### src/rtl/and_arb_pkg.sv
// Shared types and defaults for the two-requester arbiter that fronts the
// external and_custom datapath.
package and_arb_pkg;

   localparam int DEF_MAX_OPS = 16;
   localparam int DEF_CNT_W   = 5;

   typedef enum logic [1:0] {
      IDLE = 2'd0,
      EXEC = 2'd1,
      RESP = 2'd2,
      DONE = 2'd3
   } arb_state_t;

   // Round-robin pick: on contention favour whoever was not granted last.
   function automatic logic rr_pick(input logic v0, input logic v1, input logic last);
      return (v0 & v1) ? ~last : v1;
   endfunction

endpackage

### src/rtl/and_gate_arbiter.sv
// Round-robin arbiter sharing one external AND datapath between two
// requesters; stops accepting work after MAX_OPS completed operations.
module and_gate_arbiter
   import and_arb_pkg::*;
#(
   parameter int MAX_OPS = DEF_MAX_OPS,
   parameter int CNT_W   = DEF_CNT_W
) (
   input  logic             test_clock,
   input  logic             reset,
   input  logic             req0_valid,
   input  logic             req0_a,
   input  logic             req0_b,
   output logic             req0_ready,
   output logic             rsp0_valid,
   output logic             rsp0_s,
   input  logic             req1_valid,
   input  logic             req1_a,
   input  logic             req1_b,
   output logic             req1_ready,
   output logic             rsp1_valid,
   output logic             rsp1_s,
   output logic             gate_a,
   output logic             gate_b,
   input  logic             gate_s,
   output logic [CNT_W-1:0] op_count,
   output logic             done
);

   localparam logic [CNT_W-1:0] LP_MAX = CNT_W'(MAX_OPS);

   arb_state_t       r_state;
   logic             r_last;
   logic             r_id;
   logic             r_a;
   logic             r_b;
   logic             r_res;
   logic [CNT_W-1:0] r_count;

   logic             w_any;
   logic             w_pick;
   logic             w_grant;
   logic             w_exec;
   logic             w_resp;
   logic [CNT_W-1:0] w_cnt_nxt;

   // Every strobe is masked by reset so nothing leaks out while it is held.
   always_comb begin
      w_any      = req0_valid | req1_valid;
      w_pick     = rr_pick(req0_valid, req1_valid, r_last);
      w_grant    = (r_state == IDLE) && w_any && !reset;
      w_exec     = (r_state == EXEC) && !reset;
      w_resp     = (r_state == RESP) && !reset;
      w_cnt_nxt  = r_count + CNT_W'(1);

      req0_ready = w_grant & ~w_pick;
      req1_ready = w_grant &  w_pick;
      gate_a     = w_exec & r_a;
      gate_b     = w_exec & r_b;
      rsp0_valid = w_resp & ~r_id;
      rsp1_valid = w_resp &  r_id;
      rsp0_s     = rsp0_valid & r_res;
      rsp1_s     = rsp1_valid & r_res;
      op_count   = r_count;
      done       = (r_state == DONE);
   end

   always_ff @(posedge test_clock) begin
      if (reset) begin
         r_state <= IDLE;
         r_last  <= 1'b1;
         r_id    <= 1'b0;
         r_a     <= 1'b0;
         r_b     <= 1'b0;
         r_res   <= 1'b0;
         r_count <= '0;
      end else begin
         case (r_state)
            IDLE: begin
               if (w_any) begin
                  r_id    <= w_pick;
                  r_last  <= w_pick;
                  r_a     <= w_pick ? req1_a : req0_a;
                  r_b     <= w_pick ? req1_b : req0_b;
                  r_state <= EXEC;
               end
            end
            EXEC: begin
               r_res   <= gate_s;
               r_state <= RESP;
            end
            RESP: begin
               r_count <= w_cnt_nxt;
               r_state <= (w_cnt_nxt == LP_MAX) ? DONE : IDLE;
            end
            DONE: r_state <= DONE;
            default: r_state <= IDLE;
         endcase
      end
   end

endmodule

### config.mk
export PLATFORM = sky130hd
export DESIGN_NAME = and_gate_arbiter
export DESIGN_NICKNAME = d
export VERILOG_FILES = /design/src/rtl/and_arb_pkg.sv /design/src/rtl/and_gate_arbiter.sv
export SDC_FILE = /design/constraint.sdc
export NUM_CORES = 1
export LEC_CHECK = 0
export CAP_MARGIN = 0
export CORE_UTILIZATION = 40
export DETAILED_ROUTE_END_ITERATION = 12
export PLACE_DENSITY = 0.77
export SETUP_SLACK_MARGIN = 0.02
export SLEW_MARGIN = 20
export SYNTH_ARGS = -nofsm -noshare
export SYNTH_HDL_FRONTEND = slang
export SYNTH_SLANG_ARGS = --single-unit
export TNS_END_PERCENT = 1
### constraint.sdc
create_clock -name test_clock -period 2.65 [get_ports test_clock]
set_input_delay 0.3975 -clock test_clock [delete_from_list [all_inputs] [get_ports test_clock]]
set_output_delay 0.3975 -clock test_clock [all_outputs]
set_load 0.03 [all_outputs]
Yosys cells after proc, flatten, opt, wreduce, memory -nomap -nowiden
Index checks and enable logic that the tools add are counted.
{"block": "op_classes", "bitwise_logic": 13, "n_reduce_logical": 7, "n_addsub": 1, "eq_ne": 5, "muxes": 6}
{"op": "$and A1 B1 Y1", "n": 9}
{"op": "$pmux W2 S4", "n": 1}
{"op": "$add A5 B1 Y5 const B", "n": 1}
{"op": "$eq A5 B5 Y1 const B", "n": 1}
{"op": "$eq A2 B2 Y1 const B", "n": 2}
{"op": "$logic_and A1 B1 Y1", "n": 4}
{"op": "$mux W2", "n": 2}
{"op": "$mux W1", "n": 3}
{"op": "$not A1 Y1", "n": 3}
{"op": "$eq A2 B1 Y1 const B", "n": 1}
{"op": "$logic_not A2 Y1", "n": 1}
{"op": "$ne A2 B2 Y1 const B", "n": 1}
{"op": "$reduce_and A2 Y1", "n": 1}
{"op": "$logic_not A1 Y1", "n": 1}
{"op": "$or A1 B1 Y1", "n": 1}
{"block": "word_totals", "output_inout_bits": 14, "elab_cells": 39, "reg_bits": 12}

Depth between registers and ports, before layout
{"block": "depth", "word_depth": 4, "mapped_depth": 4, "mapped_depth_nobuf": 4}

Worst setup path before layout
No wires, ideal clock.
{"block": "synth_timing", "path_kind": "reg-to-output", "start": "register r_state[0]", "end": "output rsp1_s", "t_required_ns": 2.253, "t_arrival_ns": 1.791, "path_stages_with_launch": 5, "path_slack_ns": 0.462, "path_cell_list": "dfxtp_1 nand2b_1 clkbuf_2 nor3b_1 and2_1"}
{"block": "synth_via", "elab_chain_cells": 4}
{"element": "from (decl)", "line": "and_gate_arbiter.sv:32", "text": "arb_state_t r_state;"}
{"element": "from (signal assigned)", "line": "and_gate_arbiter.sv:94", "text": "r_state <= (w_cnt_nxt == LP_MAX) ? DONE : IDLE;"}
{"element": "$eq A2 B2 Y1", "line": "and_gate_arbiter.sv:53", "text": "w_resp = (r_state == RESP) && !reset;"}
{"element": "$logic_and A1 B1 Y1", "line": "and_gate_arbiter.sv:53"}
{"element": "$and A1 B1 Y1", "line": "and_gate_arbiter.sv:61", "text": "rsp1_valid = w_resp & r_id;"}
{"element": "net rsp1_valid", "line": "and_gate_arbiter.sv:21", "text": "output logic rsp1_valid,"}
{"element": "$and A1 B1 Y1", "line": "and_gate_arbiter.sv:63", "text": "rsp1_s = rsp1_valid & r_res;"}
{"element": "to (decl)", "line": "and_gate_arbiter.sv:22", "text": "output logic rsp1_s,"}
The timed path passes the listed nets, and every way through them passes these cells.

Final worst setup path
{"block": "layout_timing", "start": "input req0_valid", "end": "output req0_ready"}
{"block": "layout_via", "elab_chain_cells": 4, "word_cells_on_any_way": 7, "cone_classes": "mux (1); bitwise (4); reduce/logical (2)"}
{"element": "from (decl)", "line": "and_gate_arbiter.sv:11", "text": "input logic req0_valid,"}
{"element": "$and A1 B1 Y1 / $or A1 B1 Y1 (equally long branches)", "line": "and_arb_pkg.sv:17, and_gate_arbiter.sv:49"}
{"element": "$mux W1 / $logic_and A1 B1 Y1 (equally long branches)", "line": "and_arb_pkg.sv:17, and_gate_arbiter.sv:51"}
{"element": "$not A1 Y1 / $logic_and A1 B1 Y1 (equally long branches)", "line": "and_gate_arbiter.sv:56, and_gate_arbiter.sv:51"}
{"element": "$and A1 B1 Y1 (*)", "line": "and_gate_arbiter.sv:56", "text": "req0_ready = w_grant & ~w_pick;"}
{"element": "to (decl)", "line": "and_gate_arbiter.sv:14", "text": "output logic req0_ready,"}
Every way passes the cells marked *; elsewhere a longest branch is shown, timed or not.

==> metrics.txt <==
P_int=between 0.3 and 0.4 mW; critical path endpoint category=output port; DRT antenna net count=0; share of layout cells above drive strength 1=0.122; worst-path maximum fanout=5; number of port buffers=22; Clock Sink Count=12; Slew @ Worst Pin=0.324 ns; PnR worst setup slack=0.128 ns; DRC violations left=0; clock slew at reported path FFs=0.08 ns; Final #Nets=110; Setup crit start kind=input port; Rel. slew slack=0.783; post-layout power=0.434 mW; LEAKAGE=0.348 nW; vias per cell=5.41; GR Overflow Total=0; Gate Count Post-Synth=73; worst endpoint required time=2.25 ns; Skew-Pair Late Insertion Delay=0.27 ns; CP most frequent cell=clkdlybuf4s50_1; global-route wire length before repair=approximately 2400 um; die area=0.00178 mm^2; Synth top cells by count=dfxtp_1, a21oi_1, nor2_1, and2_1; Area Growth Syn to Fin=43.2%; NetSw=0.117 mW; Final Hold Viols=0; Finished Layout Cells=114; Highest Clock Rate=between 300 and 400 MHz; Routed WL per cell=13.0 um; RePlAce Congestion=0.761; Placeable Area=around 0.0015 mm^2; cell family with most CP delay=buffers and inverters; routed via count=617; Die Height=42.2 um; pin count of the biggest net entering global routing=12; CP cell instances=clkdlybuf4s50_1 -> or2_2 -> and2_1 -> nor3b_1 -> clkdlybuf4s50_1; mapped cell area=~650 um^2; Post-Route Utilization=0.614; vias in the first global route=562; crit path max-delay cell type=clkdlybuf4s50_1; first-pass iteration count of the detailed router=4; I/O pins=23; asr flop ratio synth=0; die width=42.2 um; skew final=0.00518 ns; Initial Utilization=0.429; critical path class=in2out; HP Class=reg2reg; number of max-cap violations=0; Comb pwr share=0.190; Avg Cell Area, Syn=8.84 um^2; Post-Route WL=around 1500 um; worst vdd ir=0.314 mV; status=complete, no violations; Pwr per Cell Area=470 mW/mm^2; post-synthesis net count=84; CP Buf/Inv Count=2; CTS max path bufs=2; min Tclk post-route=2.52 ns; Cells after DPL=110; Worst Path Arrival=2.12 ns; FF+latch count, synth=12; Row Count=14; Final period util=0.952; setup TNS=0 ns; n_diodes=0; cell area after placement=886 um^2; CTS buffer count=3; Synth area leaders=dfxtp_1, mux2i_1, and2_1, a21oi_1, nand3b_1; worst stage delay on the critical path=0.69 ns; most common cell in the netlist=dfxtp_1; switching share of power=0.269; Hold Slack=between 0.5 and 0.6 ns; clock power share=0.340; final count of pins violating max slew=0; # setup viols final=0; GR Util All Layers=0.180; Synth cell types=26; Synth warnings=0; cell area after layout=around 920 um^2; Main synth FF type=dfxtp_1; number of synthesized flops with an enable pin=0; Max H-tree Level=1; DP HPWL=1120 um; root buf cell=clkbuf_4; Seq/Total Area, Yosys=0.372; area leader, netlist=dfxtp_1; initial antenna violation count=0; Synth top area share=0.372; Reg power frac=0.470; Hold Buf Count CTS=0; CTS tree=yes; DRT iter0 DRCs=6; RSZ-0062 raised after global routing=false; DP Worst Slack=0.131 ns
[kinds of logic after synthesis]
group,share of synthesized area
xor+xnor,0.0407
fa+ha+maj,0.0388
compound gates,0.186
flops,0.372
mux,0.0620
buf+inv,0.0252
simple gates,0.275
[sequential cells by signal (all words and copies together), names as in the netlist]
signal,flops
r_a,1
r_res,1
r_b,1
r_id,1
r_state,2
r_last,1
op_count,5
[final cells by class]
class | instances | area (um^2)
fill | 129 | 582
multi-input combinational | 57 | 392
sequential | 12 | 240
timing repair buffer | 24 | 233
clock buffer | 4 | 36.3
tap | 16 | 20.0
inverter | 1 | 3.75
[worst paths after layout]
check | from | to | slack, ns | depth (start not counted)
min | r_b | r_b | 0.53 | 2
min reg2reg | r_b | r_b | 0.53 | 2
max reg2reg | op_count[0] | r_state[1] | 1.22 | 4
max | req0_valid | req0_ready | 0.13 | 5
[per-layer routing]
layer / global-route usage / wire, um / up-vias
met3: 0.0776 / 53 / 2
met1: 0.237 / 733 / 292
li1: - / - / 312
met2: 0.274 / 690 / 11
met5: 0 / 0 / -
met4: 0.0375 / 8 / 0
[power groups by stage]
stage,clock network [mW],logic [mW],registers [mW]
after floorplan,0,0.0490,0.206
after global placement,0,0.0805,0.207
after detailed placement,0,0.0818,0.208
after CTS,0.150,0.0822,0.204
after global routing,0.161,0.0888,0.207
final,0.148,0.0824,0.204
[layout by cell type (no fill, tap or decap), types with 2 or more instances in the layout]
master / n
a21oi_1: 6
mux2i_1: 4
o32ai_1: 2
nor2_1: 5
dfxtp_1: 12
nand2b_1: 2
clkdlybuf4s50_1: 21
o21ai_0: 2
a21bo_2: 2
nor3_1: 2
or3_1: 2
a211oi_1: 2
xor2_1: 3
and2_1: 5
nor3b_1: 4
ha_1: 2
clkbuf_4: 3
buf_4: 3
nand2_1: 3
nand3b_1: 4
[timing repair]
item	4_1_cts	5_1_grt
buffers inserted	0	0
gates resized for setup	0	1
hold endpoints to repair	0	0
setup endpoints to repair	0	1
[worst register-to-register path: stages, from the launching register on]
cell and delay [ns]:
dfxtp_1 0.47, ha_1 0.27, nand3_1 0.15, xor2_1 0.19, o32ai_1 0.27
Note: power is estimated with default switching activity, not from simulation.
